**config.mk**
```make
export PLATFORM = sky130hd
export DESIGN_NAME = tx_huge_pages_ctrl
export DESIGN_NICKNAME = d
export VERILOG_FILES = /design/src/rtl/tx_huge_pages_ctrl_pkg.sv /design/src/rtl/tx_huge_pages_ctrl_hp_page_slot.sv /design/src/rtl/tx_huge_pages_ctrl.sv
export SDC_FILE = /design/constraint.sdc
export NUM_CORES = 1
export LEC_CHECK = 0
export CORE_MARGIN = 5
export CORE_UTILIZATION = 25
export CTS_BUF_LIST = sky130_fd_sc_hd__clkbuf_8 sky130_fd_sc_hd__clkbuf_16
export CTS_CLUSTER_SIZE = 14
export DETAILED_ROUTE_END_ITERATION = 8
export PLACE_DENSITY_LB_ADDON = 0.1
export RECOVER_POWER = 25
export SETUP_SLACK_MARGIN = 0.05
export SLEW_MARGIN = 20
export SYNTH_ARGS = -nofsm -noshare
export SYNTH_HDL_FRONTEND = slang
export SYNTH_SLANG_ARGS = --single-unit
```
**constraint.sdc**
```tcl
create_clock -name trn_clk -period 6.69 [get_ports trn_clk]
set_input_delay 0.669 -clock trn_clk [delete_from_list [all_inputs] [get_ports trn_clk]]
set_output_delay 0.669 -clock trn_clk [all_outputs]
set_load 0.03 [all_outputs]
```
**src/rtl/tx_huge_pages_ctrl_pkg.sv**
```systemverilog
// Shared constants for the TX huge-page controller: TLP fmt/type codes,
// register-map offsets, one-hot FSM encodings and small data helpers.
package tx_huge_pages_ctrl_pkg;

    localparam logic [6:0] FMT_MEM_WR32 = 7'b10_00000;
    localparam logic [6:0] FMT_MEM_WR64 = 7'b11_00000;

    // Offsets relative to REG_BASE, in DWs
    localparam logic [5:0] OFS_UNLOCK = 6'd8;
    localparam logic [5:0] OFS_COMPL  = 6'd12;
    localparam logic [5:0] OFS_SPAN   = 6'd16;

    localparam logic [5:0] ST_IDLE  = 6'b000001;
    localparam logic [5:0] ST_H32   = 6'b000010;
    localparam logic [5:0] ST_H64   = 6'b000100;
    localparam logic [5:0] ST_DATA  = 6'b001000;
    localparam logic [5:0] ST_EOFW  = 6'b010000;
    localparam logic [5:0] ST_DRAIN = 6'b100000;

    typedef enum logic [1:0] {
        TGT_NONE   = 2'd0,
        TGT_ADDR   = 2'd1,
        TGT_UNLOCK = 2'd2,
        TGT_COMPL  = 2'd3
    } hp_target_e;

    function automatic logic [31:0] bswap32(input logic [31:0] dw);
        return {dw[7:0], dw[15:8], dw[23:16], dw[31:24]};
    endfunction

    function automatic logic [15:0] sat_inc16(input logic [15:0] v);
        return (v == 16'hFFFF) ? 16'hFFFF : v + 16'd1;
    endfunction

endpackage

```
**src/rtl/tx_huge_pages_ctrl_hp_page_slot.sv**
```systemverilog
// One huge-page slot: address, qword count and ready status, with busy
// protection against overwriting a page the TX engine still owns.
module hp_page_slot (
    input  logic        trn_clk,
    input  logic        reset_n,
    input  logic        addr_wr,
    input  logic        unlock_wr,
    input  logic        free,
    input  logic [63:0] wr_data,
    output logic [63:0] addr,
    output logic [31:0] qwords,
    output logic        status,
    output logic        drop
);

    logic [63:0] addr_r;
    logic [31:0] qwords_r;
    logic        status_r;
    logic        busy_s;

    // A free pulse in the same cycle releases the page, so an unlock can land
    assign busy_s = status_r && !free;
    assign drop   = (addr_wr || unlock_wr) && busy_s;

    // Slot state update; unlock has priority over a coincident free
    always_ff @(posedge trn_clk or negedge reset_n) begin
        if (!reset_n) begin
            addr_r   <= 64'd0;
            qwords_r <= 32'd0;
            status_r <= 1'b0;
        end else begin
            if (addr_wr && !busy_s) begin
                addr_r <= wr_data;
            end
            if (unlock_wr && !busy_s) begin
                qwords_r <= wr_data[31:0];
                status_r <= 1'b1;
            end else if (free) begin
                status_r <= 1'b0;
            end
        end
    end

    assign addr   = addr_r;
    assign qwords = qwords_r;
    assign status = status_r;

endmodule

```
**src/rtl/tx_huge_pages_ctrl.sv**
```systemverilog
// Decodes BAR-qualified MemWr32/64 TLPs into per-page address/unlock and a
// completion-buffer address. Optional drop counter: TX_HP_DROP_CNT_EN.
module tx_huge_pages_ctrl
    import tx_huge_pages_ctrl_pkg::*;
#(
    parameter int         NUM_PAGES = 2,
    parameter int         BAR_IDX   = 2,
    parameter logic [5:0] REG_BASE  = 6'h20
) (
    input  logic                      trn_clk,
    input  logic                      reset_n,
    input  logic [63:0]               trn_rd,
    input  logic [7:0]                trn_rrem_n,
    input  logic                      trn_rsof_n,
    input  logic                      trn_reof_n,
    input  logic                      trn_rsrc_rdy_n,
    input  logic                      trn_rsrc_dsc_n,
    input  logic                      trn_rdst_rdy_n,
    input  logic [6:0]                trn_rbar_hit_n,
    output logic [64*NUM_PAGES-1:0]   huge_page_addr,
    output logic [32*NUM_PAGES-1:0]   huge_page_qwords,
    output logic [NUM_PAGES-1:0]      huge_page_status,
    input  logic [NUM_PAGES-1:0]      huge_page_free,
    output logic [63:0]               completed_buffer_address,
    output logic [15:0]               drop_cnt
);

    logic [5:0]  state_r, state_nxt_s;
    logic [9:0]  len_r;
    logic        is64_r;
    logic [5:0]  idx_r, idx_s, rel_s;
    logic [31:0] dw0_r, dw0_s, dw1_r, dw1_s;
    logic [63:0] compl_r, value_s;
    logic        beat_s, sof_s, eof_s, dsc_s, commit_s, in_map_s;
    logic        len_ok_s, compl_wr_s;
    hp_target_e  tgt_s;
    logic [NUM_PAGES-1:0] page_sel_s, addr_wr_s, unlock_wr_s, slot_drop_s;

    assign beat_s = !trn_rsrc_rdy_n && !trn_rdst_rdy_n;
    assign sof_s  = beat_s && !trn_rsof_n;
    assign eof_s  = beat_s && !trn_reof_n;
    assign dsc_s  = beat_s && !trn_rsrc_dsc_n && (state_r != ST_IDLE);

    // Next-state logic; a SOF beat always restarts header decoding
    always_comb begin
        state_nxt_s = state_r;
        if (!beat_s) begin
            state_nxt_s = state_r;
        end else if (dsc_s) begin
            state_nxt_s = ST_IDLE;
        end else if (sof_s) begin
            if (eof_s) begin
                state_nxt_s = ST_IDLE;
            end else if (!trn_rbar_hit_n[BAR_IDX] && trn_rd[62:56] == FMT_MEM_WR32) begin
                state_nxt_s = ST_H32;
            end else if (!trn_rbar_hit_n[BAR_IDX] && trn_rd[62:56] == FMT_MEM_WR64) begin
                state_nxt_s = ST_H64;
            end else begin
                state_nxt_s = ST_DRAIN;
            end
        end else begin
            case (state_r)
                ST_IDLE:  state_nxt_s = ST_IDLE;
                ST_H32:   state_nxt_s = eof_s ? ST_IDLE : ((len_r == 10'd2) ? ST_DATA : ST_EOFW);
                ST_H64:   state_nxt_s = eof_s ? ST_IDLE : ST_DATA;
                ST_DATA:  state_nxt_s = eof_s ? ST_IDLE : ST_EOFW;
                ST_EOFW:  state_nxt_s = eof_s ? ST_IDLE : ST_EOFW;
                ST_DRAIN: state_nxt_s = eof_s ? ST_IDLE : ST_DRAIN;
                default:  state_nxt_s = ST_IDLE;
            endcase
        end
    end

    // Index and data DWs as seen on the current beat, so a commit on the
    // same beat that carries the last payload uses it directly
    always_comb begin
        idx_s = idx_r;
        dw0_s = dw0_r;
        dw1_s = dw1_r;
        if (state_r == ST_H32) begin
            idx_s = trn_rd[39:34];
            dw0_s = trn_rd[31:0];
        end else if (state_r == ST_H64) begin
            idx_s = trn_rd[7:2];
        end else if (state_r == ST_DATA) begin
            if (is64_r) begin
                dw0_s = trn_rd[63:32];
                dw1_s = trn_rd[31:0];
            end else begin
                dw1_s = trn_rd[63:32];
            end
        end else begin
            idx_s = idx_r;
        end
    end

    assign commit_s = eof_s && !sof_s && !dsc_s &&
                      (state_r == ST_H32 || state_r == ST_DATA || state_r == ST_EOFW);
    assign rel_s    = idx_s - REG_BASE;
    assign in_map_s = (idx_s >= REG_BASE) && (rel_s < OFS_SPAN);
    assign value_s  = {bswap32(dw1_s), bswap32(dw0_s)};

    // Register-map decode of the committed write
    always_comb begin
        tgt_s      = TGT_NONE;
        page_sel_s = '0;
        for (int i = 0; i < NUM_PAGES; i++) begin
            if (rel_s == 6'(2 * i)) begin
                tgt_s         = TGT_ADDR;
                page_sel_s[i] = 1'b1;
            end else if (rel_s == OFS_UNLOCK + 6'(i)) begin
                tgt_s         = TGT_UNLOCK;
                page_sel_s[i] = 1'b1;
            end else begin
                page_sel_s[i] = 1'b0;
            end
        end
        if (rel_s == OFS_COMPL) begin
            tgt_s = TGT_COMPL;
        end else begin
            tgt_s = tgt_s;
        end
    end

    always_comb begin
        len_ok_s = 1'b0;
        case (tgt_s)
            TGT_ADDR:   len_ok_s = (len_r == 10'd2);
            TGT_COMPL:  len_ok_s = (len_r == 10'd2);
            TGT_UNLOCK: len_ok_s = (len_r == 10'd1);
            default:    len_ok_s = 1'b0;
        endcase
    end

    assign addr_wr_s   = (commit_s && in_map_s && len_ok_s && tgt_s == TGT_ADDR)   ? page_sel_s : '0;
    assign unlock_wr_s = (commit_s && in_map_s && len_ok_s && tgt_s == TGT_UNLOCK) ? page_sel_s : '0;
    assign compl_wr_s  = commit_s && in_map_s && len_ok_s && (tgt_s == TGT_COMPL);

    // FSM state register
    always_ff @(posedge trn_clk or negedge reset_n) begin
        if (!reset_n) begin
            state_r <= ST_IDLE;
        end else begin
            state_r <= state_nxt_s;
        end
    end

    // Header/payload shadow registers and completion address
    always_ff @(posedge trn_clk or negedge reset_n) begin
        if (!reset_n) begin
            len_r   <= 10'd0;
            is64_r  <= 1'b0;
            idx_r   <= 6'd0;
            dw0_r   <= 32'd0;
            dw1_r   <= 32'd0;
            compl_r <= 64'd0;
        end else begin
            if (sof_s) begin
                len_r  <= trn_rd[41:32];
                is64_r <= (trn_rd[62:56] == FMT_MEM_WR64);
            end
            if (beat_s) begin
                idx_r <= idx_s;
                dw0_r <= dw0_s;
                dw1_r <= dw1_s;
            end
            if (compl_wr_s) begin
                compl_r <= value_s;
            end
        end
    end

    assign completed_buffer_address = compl_r;

    genvar g;
    generate
        for (g = 0; g < NUM_PAGES; g++) begin : g_slot
            hp_page_slot u_slot (
                .trn_clk   (trn_clk),
                .reset_n   (reset_n),
                .addr_wr   (addr_wr_s[g]),
                .unlock_wr (unlock_wr_s[g]),
                .free      (huge_page_free[g]),
                .wr_data   (value_s),
                .addr      (huge_page_addr[64*g +: 64]),
                .qwords    (huge_page_qwords[32*g +: 32]),
                .status    (huge_page_status[g]),
                .drop      (slot_drop_s[g])
            );
        end
    endgenerate

`ifdef TX_HP_DROP_CNT_EN
    logic        drop_s;
    logic [15:0] drop_cnt_r;

    assign drop_s = commit_s && in_map_s && (!len_ok_s || (|slot_drop_s));

    // Saturating count of rejected commits
    always_ff @(posedge trn_clk or negedge reset_n) begin
        if (!reset_n) begin
            drop_cnt_r <= 16'd0;
        end else if (drop_s) begin
            drop_cnt_r <= sat_inc16(drop_cnt_r);
        end
    end

    assign drop_cnt = drop_cnt_r;
`else
    assign drop_cnt = 16'd0;
`endif

endmodule

```
==> results.cfg <==
[run_status]
status = finished, violations left
violations = capacitance limit, slew limit

[timing]
setup_violations = 0
fin_skew_ns = 0.0156
fin_ws_ns = 2.50
hold_viol = 0
slew-limit-headroom = -1.38
fin_crit_ns = 4.19
min_period_over_period = 0.626
grt_setup_unrepaired = false
setup_tns_ns = 0
worst_slew_pin_slew_ns = 3.56
finalMaxSlewViolations = 250
fmax_mhz = 239

[synthesis]
ys_seq_elements = 345
synth-main-ff-cell = dfrtp_1
synthMuxAreaShare = 0.307
synth_edf_count = 0
syn-cell-area_um2 = 15100
yosys.area_share.adder = 0
synth_compound_area_frac = 0.0445
yosys.area_share.simple = 0.0448
synthDistinctLibCells = 54
synth-seq-area-share = 0.574
synthXorXnorAreaFrac = 0.000582
avgSynthCellArea_um2 = 14.1
synth_top_family_by_area = multiplexers
async_flop_share = 1.00
ys_warn_count = 0
syn_inst = 1068

[drt]
routed_wl_um = 49000
ant_nets = 0
num_vias = 9834
post_drt_via_cell_ratio = 4.44
routedWlPerCell_um = 22.1
dr.pass1.iters = 4
drtIter0Drc = 296
drc_errors = 0

[grt]
grt_pass1_wl_um = 73500
overflow = 0
grt_max_degree = 135
grt_usage = 0.147
grt_pass1_vias = 10600
antenna_found_initial = 18

[clock_network]
cts_setup_buffers = 0
root_buffer = clkbuf_16
clk_latency_ns = 0.56
clkSinkCount = 345
cts_tree = done
clk_pin_slew_ns = 0.05
numCtsBuffers = 45
cts_hold_buf = 0
cts_buffer_depth = 3
cts_resized = 0
cts-htree-levels = 2

[floorplan]
io-pin-count = 362
dieArea_um2 = 65200
coreArea_um2 = 60000
die_w_um = 255
rows = 90
die_h_um = 255
initial_utilization = 0.251

[placement]
gp_congestion = 0.774
pre_cts_ws_ns = 2.41
dp_hpwl_um = 33800
io_buffer_count = 331

[finish]
mostFrequentLayoutCell = dfrtp_1
layout.nets = 1485
finalCoreUtilization = 0.343
most-common-layout-cells = dfrtp_1, clkdlybuf4s50_1, mux2_2
num-fill-cells = 5944
drive_above_1_share = 0.263
syn2layout_area_growth_pct = 36.8

[flow_run]
cap_violations = 2

[worst_setup_path]
crit_type = reg2reg
crit_required_ns = 7.12
critical_path_arrival_ns = 4.63
critPathLaunchType = register
end_kind = register
cp_max_fo = 33
reg2reg_depth = 8
rrSetupSlack_ns = 2.50

[min_path]
min_path_type = in2async

[power]
p_leak_nw = 9.50
irDropWorstVdd_mv = 0.142
p_per_area_nw_per_um2 = 265
==> layout make-up <==
class                           count  area, um2  area share
Clock buffer                       56       1300      0.0631
Multi-Input combinational cell    657       6060       0.294
Tap cell                          782        978      0.0475
Inverter                            4       15.0    0.000729
Clock inverter                     22        178     0.00863
Timing Repair Buffer              344       3410       0.166
Sequential cell                   345       8640       0.419
Antenna cell                        7       17.5    0.000850
==> report_power, final <==
group | switching [mW] | leakage, nW | internal (mW)
logic | 0.442 | 3.98 | 0.263
registers | 0.0776 | 4.74 | 2.26
clock network | 0.935 | 0.773 | 1.48
total | 1.46 | 9.50 | 3.99
==> state kept, by name, indices dropped and copies added (netlist names) <==
signal                    count
g_slot.u_slot.addr          128
completed_buffer_address     64
g_slot.u_slot.qwords         64
dw0_r                        32
dw1_r                        32
len_r                        10
idx_r                         6
state_r                       6
g_slot.u_slot.status          2
is64_r                        1
==> worst max-delay path, cell delays in order, from the launching register on <==
cell,delay [ns]
dfrtp_1,0.47
or3b_1,0.57
or2_0,0.39
a31oi_2,0.38
nor3b_4,0.34
o2111a_1,0.35
nand3_4,0.62
buf_4,0.55
mux2_2,0.35
==> per-stage QoR <==
stage	cell area, um2	power, mW	instances	hold slack, ns
CTS	20600	5.60	2210	0.147
finish	20600	5.45	2217	0.0792
global placement	19100	3.10	2132	0.466
detailed placement	19100	3.12	2132	0.474
floorplan	15100	2.78	1083	0.373
global route	20600	5.75	2211	0.131
==> logic make-up after synthesis <==
logic type,Yosys count
mux,397
buf+inv,81
xor+xnor,1
flops,345
other cells,1
compound gates,105
simple gates,138
==> Yosys cell counts (2+ instances only) <==
cell,instances,area [um2]
mux2_4,60,901
inv_1,4,15.0
mux2_1,61,687
a211oi_4,2,40.0
o21ai_0,77,385
a31o_2,2,17.5
nand2_1,74,278
a31oi_1,3,18.8
or2_2,2,12.5
nor3_1,9,45.0
nor2_1,11,41.3
buf_6,7,78.8
a21oi_1,4,20.0
buf_2,20,100
nand4_1,2,12.5
nand3_2,2,20.0
a22o_1,3,26.3
mux2_2,212,2390
or3_1,3,18.8
clkbuf_1,27,101
dfrtp_1,344,8610
nor2b_1,3,18.8
nor4_1,2,12.5
or4_1,3,22.5
and3_1,3,18.8
buf_1,5,18.8
mux2i_1,64,641
nand3b_1,2,15.0
nand2b_1,6,37.5
buf_4,18,135
nand3_1,9,45.0
a31oi_2,2,25.0
==> worst paths after layout <==
path / from / end
worst max-delay path: state_r[3] / g_slot[0].u_slot.addr[56]
worst min-delay path: reset_n / g_slot[1].u_slot.addr[62]
worst max register to register: state_r[3] / g_slot[0].u_slot.addr[56]
worst min register to register: idx_r[5] / idx_r[5]
max in group asynchronous: reset_n / g_slot[1].u_slot.qwords[18]
min in group trn_clk: idx_r[5] / idx_r[5]
==> per-layer routing <==
metal  track usage  part of all wire  vias up
met5             0            0.0025        -
met4        0.0355             0.022       20
met3        0.0546             0.075       92
met2         0.253              0.49      248
met1         0.177              0.41     5012
li1              -                 -     4462
No activity file was read; power rests on OpenSTA's default activity.
